**src/rtl/seq_stepper.sv**
```systemverilog
// Note sequencer: walks a synchronous note ROM from address 0 and presents each
// note for (freq_num+1) base ticks. It stops at the end marker or at the last ROM address.
module seq_stepper #(
  parameter int         TICK_BASE = 50000,
  parameter logic [7:0] END_CODE  = 8'hFF
) (
  input  logic       CLOCK_50,
  input  logic       KEY0,
  input  logic       start,
  input  logic       stop,
  input  logic [6:0] seq_sel,
  input  logic [2:0] freq_sel,
  input  logic [7:0] rom_data,
  output logic [6:0] rom_addr,
  output logic [6:0] seq_num,
  output logic [2:0] freq_num,
  output logic [7:0] note_code,
  output logic       note_valid,
  output logic       busy,
  output logic       done
);

  localparam int            PW         = (TICK_BASE > 1) ? $clog2(TICK_BASE) : 1;
  localparam logic [PW-1:0] PRESC_LAST = PW'(TICK_BASE - 1);
  localparam logic [6:0]    ADDR_LAST  = 7'd127;
  localparam logic [6:0]    SEQ_MAX    = 7'd99;

  typedef enum logic [2:0] {
    IDLE,
    FETCH,
    READ,
    PLAY,
    DONE
  } state_t;

  state_t        state, state_nx;
  logic [PW-1:0] presc, presc_nx;
  logic [2:0]    step_cnt, step_nx;
  logic [6:0]    addr_nx, seq_nx;
  logic [2:0]    freq_nx;
  logic [7:0]    note_nx;
  logic          valid_nx, busy_nx, done_nx;
  logic          tick_wrap, step_end;

  // A step ends on the base tick that completes freq_num+1 ticks.
  assign tick_wrap = (presc == PRESC_LAST);
  assign step_end  = tick_wrap && (step_cnt == freq_num);

  always_comb begin
    state_nx = state;
    presc_nx = presc;
    step_nx  = step_cnt;
    addr_nx  = rom_addr;
    seq_nx   = seq_num;
    freq_nx  = freq_num;
    note_nx  = note_code;
    valid_nx = 1'b0;

    if (stop && (state != IDLE)) begin
      state_nx = IDLE;
      note_nx  = 8'h00;
    end else begin
      case (state)
        IDLE, DONE: begin
          if (start && !stop) begin
            state_nx = FETCH;
            addr_nx  = 7'd0;
            freq_nx  = freq_sel;
            seq_nx   = (seq_sel > SEQ_MAX) ? SEQ_MAX : seq_sel;
            presc_nx = '0;
            step_nx  = 3'd0;
          end
        end
        FETCH: begin
          state_nx = READ;
        end
        READ: begin
          if (rom_data == END_CODE) begin
            state_nx = DONE;
          end else begin
            note_nx  = rom_data;
            valid_nx = 1'b1;
            state_nx = PLAY;
          end
        end
        PLAY: begin
          presc_nx = tick_wrap ? '0 : presc + PW'(1);
          if (tick_wrap) begin
            step_nx = step_end ? 3'd0 : step_cnt + 3'd1;
          end
          // The last ROM address finishes the sequence instead of wrapping to 0.
          if (step_end) begin
            if (rom_addr != ADDR_LAST) begin
              addr_nx  = rom_addr + 7'd1;
              state_nx = FETCH;
            end else begin
              state_nx = DONE;
            end
          end
        end
        default: begin
          state_nx = IDLE;
        end
      endcase
    end

    busy_nx = (state_nx == FETCH) || (state_nx == READ) || (state_nx == PLAY);
    done_nx = (state_nx == DONE);
  end

  always_ff @(posedge CLOCK_50 or negedge KEY0) begin
    if (!KEY0) begin
      state      <= IDLE;
      presc      <= '0;
      step_cnt   <= 3'd0;
      rom_addr   <= 7'd0;
      seq_num    <= 7'd0;
      freq_num   <= 3'd0;
      note_code  <= 8'h00;
      note_valid <= 1'b0;
      busy       <= 1'b0;
      done       <= 1'b0;
    end else begin
      state      <= state_nx;
      presc      <= presc_nx;
      step_cnt   <= step_nx;
      rom_addr   <= addr_nx;
      seq_num    <= seq_nx;
      freq_num   <= freq_nx;
      note_code  <= note_nx;
      note_valid <= valid_nx;
      busy       <= busy_nx;
      done       <= done_nx;
    end
  end

endmodule

```
**config.mk**
```make
export PLATFORM = sky130hd
export DESIGN_NAME = seq_stepper
export DESIGN_NICKNAME = d
export VERILOG_FILES = /design/src/rtl/seq_stepper.sv
export SDC_FILE = /design/constraint.sdc
export NUM_CORES = 1
export LEC_CHECK = 0
export CORE_MARGIN = 5
export CORE_UTILIZATION = 46
export CTS_CLUSTER_SIZE = 10
export DETAILED_ROUTE_END_ITERATION = 16
export HOLD_SLACK_MARGIN = 0.08
export MAX_ROUTING_LAYER = met4
export PLACE_DENSITY = 0.75
export SETUP_SLACK_MARGIN = 0.15
export SYNTH_ARGS = -nofsm -noshare
export SYNTH_HDL_FRONTEND = slang
export SYNTH_SLANG_ARGS = --single-unit
```
**constraint.sdc**
```tcl
create_clock -name CLOCK_50 -period 2.4 [get_ports CLOCK_50]
set_clock_uncertainty 0.05 [all_clocks]
set_input_delay 0.48 -clock CLOCK_50 [delete_from_list [all_inputs] [get_ports CLOCK_50]]
set_output_delay 0.48 -clock CLOCK_50 [all_outputs]
set_load 0.02 [all_outputs]
```
==> flow_metrics.env <==
export IMPL_dieArea_sq_um=7070
export IMPL_port_buffers=49
export IMPL_die_w_um=84.1
export IMPL_grt_overflow=0
export IMPL_root_buffer="clkbuf_8"
export IMPL_endpoint_kind="register"
export IMPL_synth_edf_count=0
export IMPL_path_clk_slew_ps=90
export IMPL_reg2reg_to="rom_addr[5]$_DFFE_PN0P_"
export IMPL_drc=0
export IMPL_syn_area_sq_um=2530
export IMPL_synth_cells=269
export IMPL_hold_viol=0
export IMPL_antenna_found_initial=0
export IMPL_rows=27
export IMPL_reg2regPathDepth=5
export IMPL_ys_ff_latch=50
export IMPL_setup_viol=0
export IMPL_first_pass_iters=4
export IMPL_final_nets=371
export IMPL_finalCriticalPeriod_ps=2220
export IMPL_die_h_um=84.1
export IMPL_slowest_delay_ps=580
export IMPL_register_area_sq_um=1250
export IMPL_synthFlopType="dfrtp_1"
export IMPL_power_density_nw_per_um2=902
export IMPL_fin_crit_sh_pct=92.4
export IMPL_synthArstFlopShare_pct=100
export IMPL_grt_pass1_vias=2256
export IMPL_path_max_fanout=8
export IMPL_coreArea_sq_um=5410
export IMPL_clock_path_buffers=2
export IMPL_regToRegSetupSlack_ps=180
export IMPL_ys_warn_count=0
export IMPL_yosysMostFrequentCell="dfrtp_1"
export IMPL_synthTopCellsByArea="dfrtp_1 (50%), nand2_1 (6.2%), nor2_1 (3.7%)"
export IMPL_numCtsBuffers=5
export IMPL_ys_top_cells_by_count="dfrtp_1 (50), nand2_1 (42), nor2_1 (25)"
export IMPL_syn_avg_cell_area_sq_um=9.39
export IMPL_cp_start_kind="register"
export IMPL_clock_sinks=50
export IMPL_crit_path_top_delay_cell="or4b_4"
export IMPL_fin_cells=419
export IMPL_drt_total_wl_um=5980
export IMPL_ant_nets=0
export IMPL_crit_start="presc[10]$_DFFE_PN0P_"
export IMPL_ys_seq_area_share_pct=49.5
export IMPL_diodes=0
export IMPL_max_cap_viol_count=0
export IMPL_wl_per_cell_um=14.3
export IMPL_worstMarginPinSlew_ps=602
export IMPL_hp_class="in2async"
export IMPL_p_leak_uw=0.00156
export IMPL_status="completed"
export IMPL_clock_latency_ps=310
export IMPL_htree_levels=2
export IMPL_fill_cells=470
export IMPL_yosysTopAreaCellShare_pct=49.5
export IMPL_cts_tree="built"
export IMPL_layout_drive_gt1_share_pct=14.1
export IMPL_worst_setup_path_type="reg2reg"
export IMPL_area_growth_pct=36.0
export IMPL_yosys_area_top_type="dfrtp_1"
export IMPL_ys_types=45
export IMPL_dp_cells=407
export IMPL_grt_max_degree=30
export IMPL_relSlewSlack_pct=59.5
export IMPL_via_per_inst=5.45
export IMPL_critical_path_required_ps=2590
export IMPL_critPathArrivalTime_ps=2410
export IMPL_start_util_pct=46.7
export IMPL_multi_input_area_sq_um=1250
export IMPL_reg2reg_from="presc[10]$_DFFE_PN0P_"
export IMPL_globalplace_congestion=0.918
export IMPL_grt_pass1_wl_um=10300
export IMPL_ir_drop_mv=0.597
export IMPL_maxSlewViolCount=0
export IMPL_ios=50
export IMPL_synth_nets=294
export IMPL_initialDrtViolationCount=141
export IMPL_rsz0062_at_grt="yes"
export IMPL_vias=2282
export IMPL_postCtsHoldBufs=0
export IMPL_post_route_util_pct=63.6
export IMPL_grt_total_usage_pct=18.2
export IMPL_hpwl_um=4470
export IMPL_crit_chain="or4b_4, nor4_4, a21oi_4, or4_1, a21oi_1"
export IMPL_fmax_ghz=0.451
export IMPL_endpoint="rom_addr[5]$_DFFE_PN0P_"
==> state kept, by name (all words and copies together), names as in the netlist <==
name and flops:
busy 1, done 1, freq_num 3, note_code 8, note_valid 1, presc 16, rom_addr 7, seq_num 7
state 3, step_cnt 3
==> area by class of cell <==
| class | instances | share of cell area, % |
|---|---|---|
| sequential | 50 | 36.4 |
| multi-input combinational | 205 | 36.3 |
| timing repair buffer | 81 | 21.5 |
| tap | 72 | 2.62 |
| clock buffer | 6 | 2.40 |
| clock inverter | 2 | 0.473 |
| inverter | 3 | 0.328 |
==> cells in the final DEF, fill, tap and decap left out, types with 2 or more instances in the layout <==
master and n:
and2_1 3, ha_1 3, nor4_4 2, a21o_1 4, a22o_1 2, clkdlybuf4s50_1 48
or3b_4 2, buf_4 31, clkbuf_8 6, xor2_1 5, nor3_1 12, dfrtp_1 50
o22a_1 2, nand2b_1 5, nor3b_1 2, o31ai_1 4, nand3_1 14, or4_1 3
o211ai_1 2, mux2i_1 9, nor4_1 3, nand4_1 8, or3_1 3, nand2_1 42
nor2_1 25, o21ai_0 18, and3b_1 2, a21oi_1 10, xnor2_1 4, inv_1 3
a31oi_1 2
==> what timing repair did <==
action,CTS,global route
pin swaps,3,0
gates cloned,0,0
setup endpoints to repair,4,7
gates resized for setup,4,1
setup buffers,4,0
==> layer usage <==
layer  up-vias  GRT usage (%)  share of wire [%]
li1       1124              -                  -
met1      1094           24.2                 46
met2        54           28.6                 49
met3        10           2.67                3.9
met4         0           6.14                1.6
met5         -              -                  0
==> logic make-up after synthesis <==
logic type | share of synthesized area [%]
AO/OA/AOI/OAI | 13.5
XOR/XNOR | 3.12
adder cells (fa/ha/maj) | 1.49
buffers and inverters | 2.38
flip-flops | 49.5
multiplexers | 3.57
AND/OR/NAND/NOR | 26.4
==> worst min path at each step <==
stage | startpoint | to | cells past startpoint
floorplan | KEY0 | busy$_DFF_PN0_ | 0
global placement | seq_num[2]$_DFFE_PN0P_ | seq_num[2]$_DFFE_PN0P_ | 2
detailed placement | seq_num[4]$_DFFE_PN0P_ | seq_num[4]$_DFFE_PN0P_ | 2
CTS | KEY0 | state[0]$_DFF_PN0_ | 1
global route | KEY0 | freq_num[1]$_DFFE_PN0P_ | 1
finish | KEY0 | freq_num[1]$_DFFE_PN0P_ | 1
==> report_power, final <==
group	switching (uW)	internal (uW)	leakage [uW]
Sequential	157	1050	0.000665
Clock	293	238	0.0000478
Combinational	703	664	0.000848
Total	1150	1950	0.00156
==> worst max-delay path, delay by kind of cell, from the launching register on <==
kind	cells	cell delay, ps
compound gates	2	270
flops	1	380
simple gates	3	1450
==> through the flow <==
step | instance area, sq um | hold WS, ps | setup WS (ps) | total power (uW) | setup TNS, ps
3_5_place_dp | 3280 | 408 | -163 | 2570 | -1040
6_report | 3440 | 90.9 | 183 | 3100 | 0
4_1_cts | 3430 | 108 | 188 | 3140 | 0
3_3_place_gp | 3280 | 401 | -110 | 2550 | -332
2_1_floorplan | 2530 | 134 | 147 | 1920 | 0
5_1_grt | 3440 | 112 | 84.0 | 3320 | 0
Power figures use the tool's default switching activity.
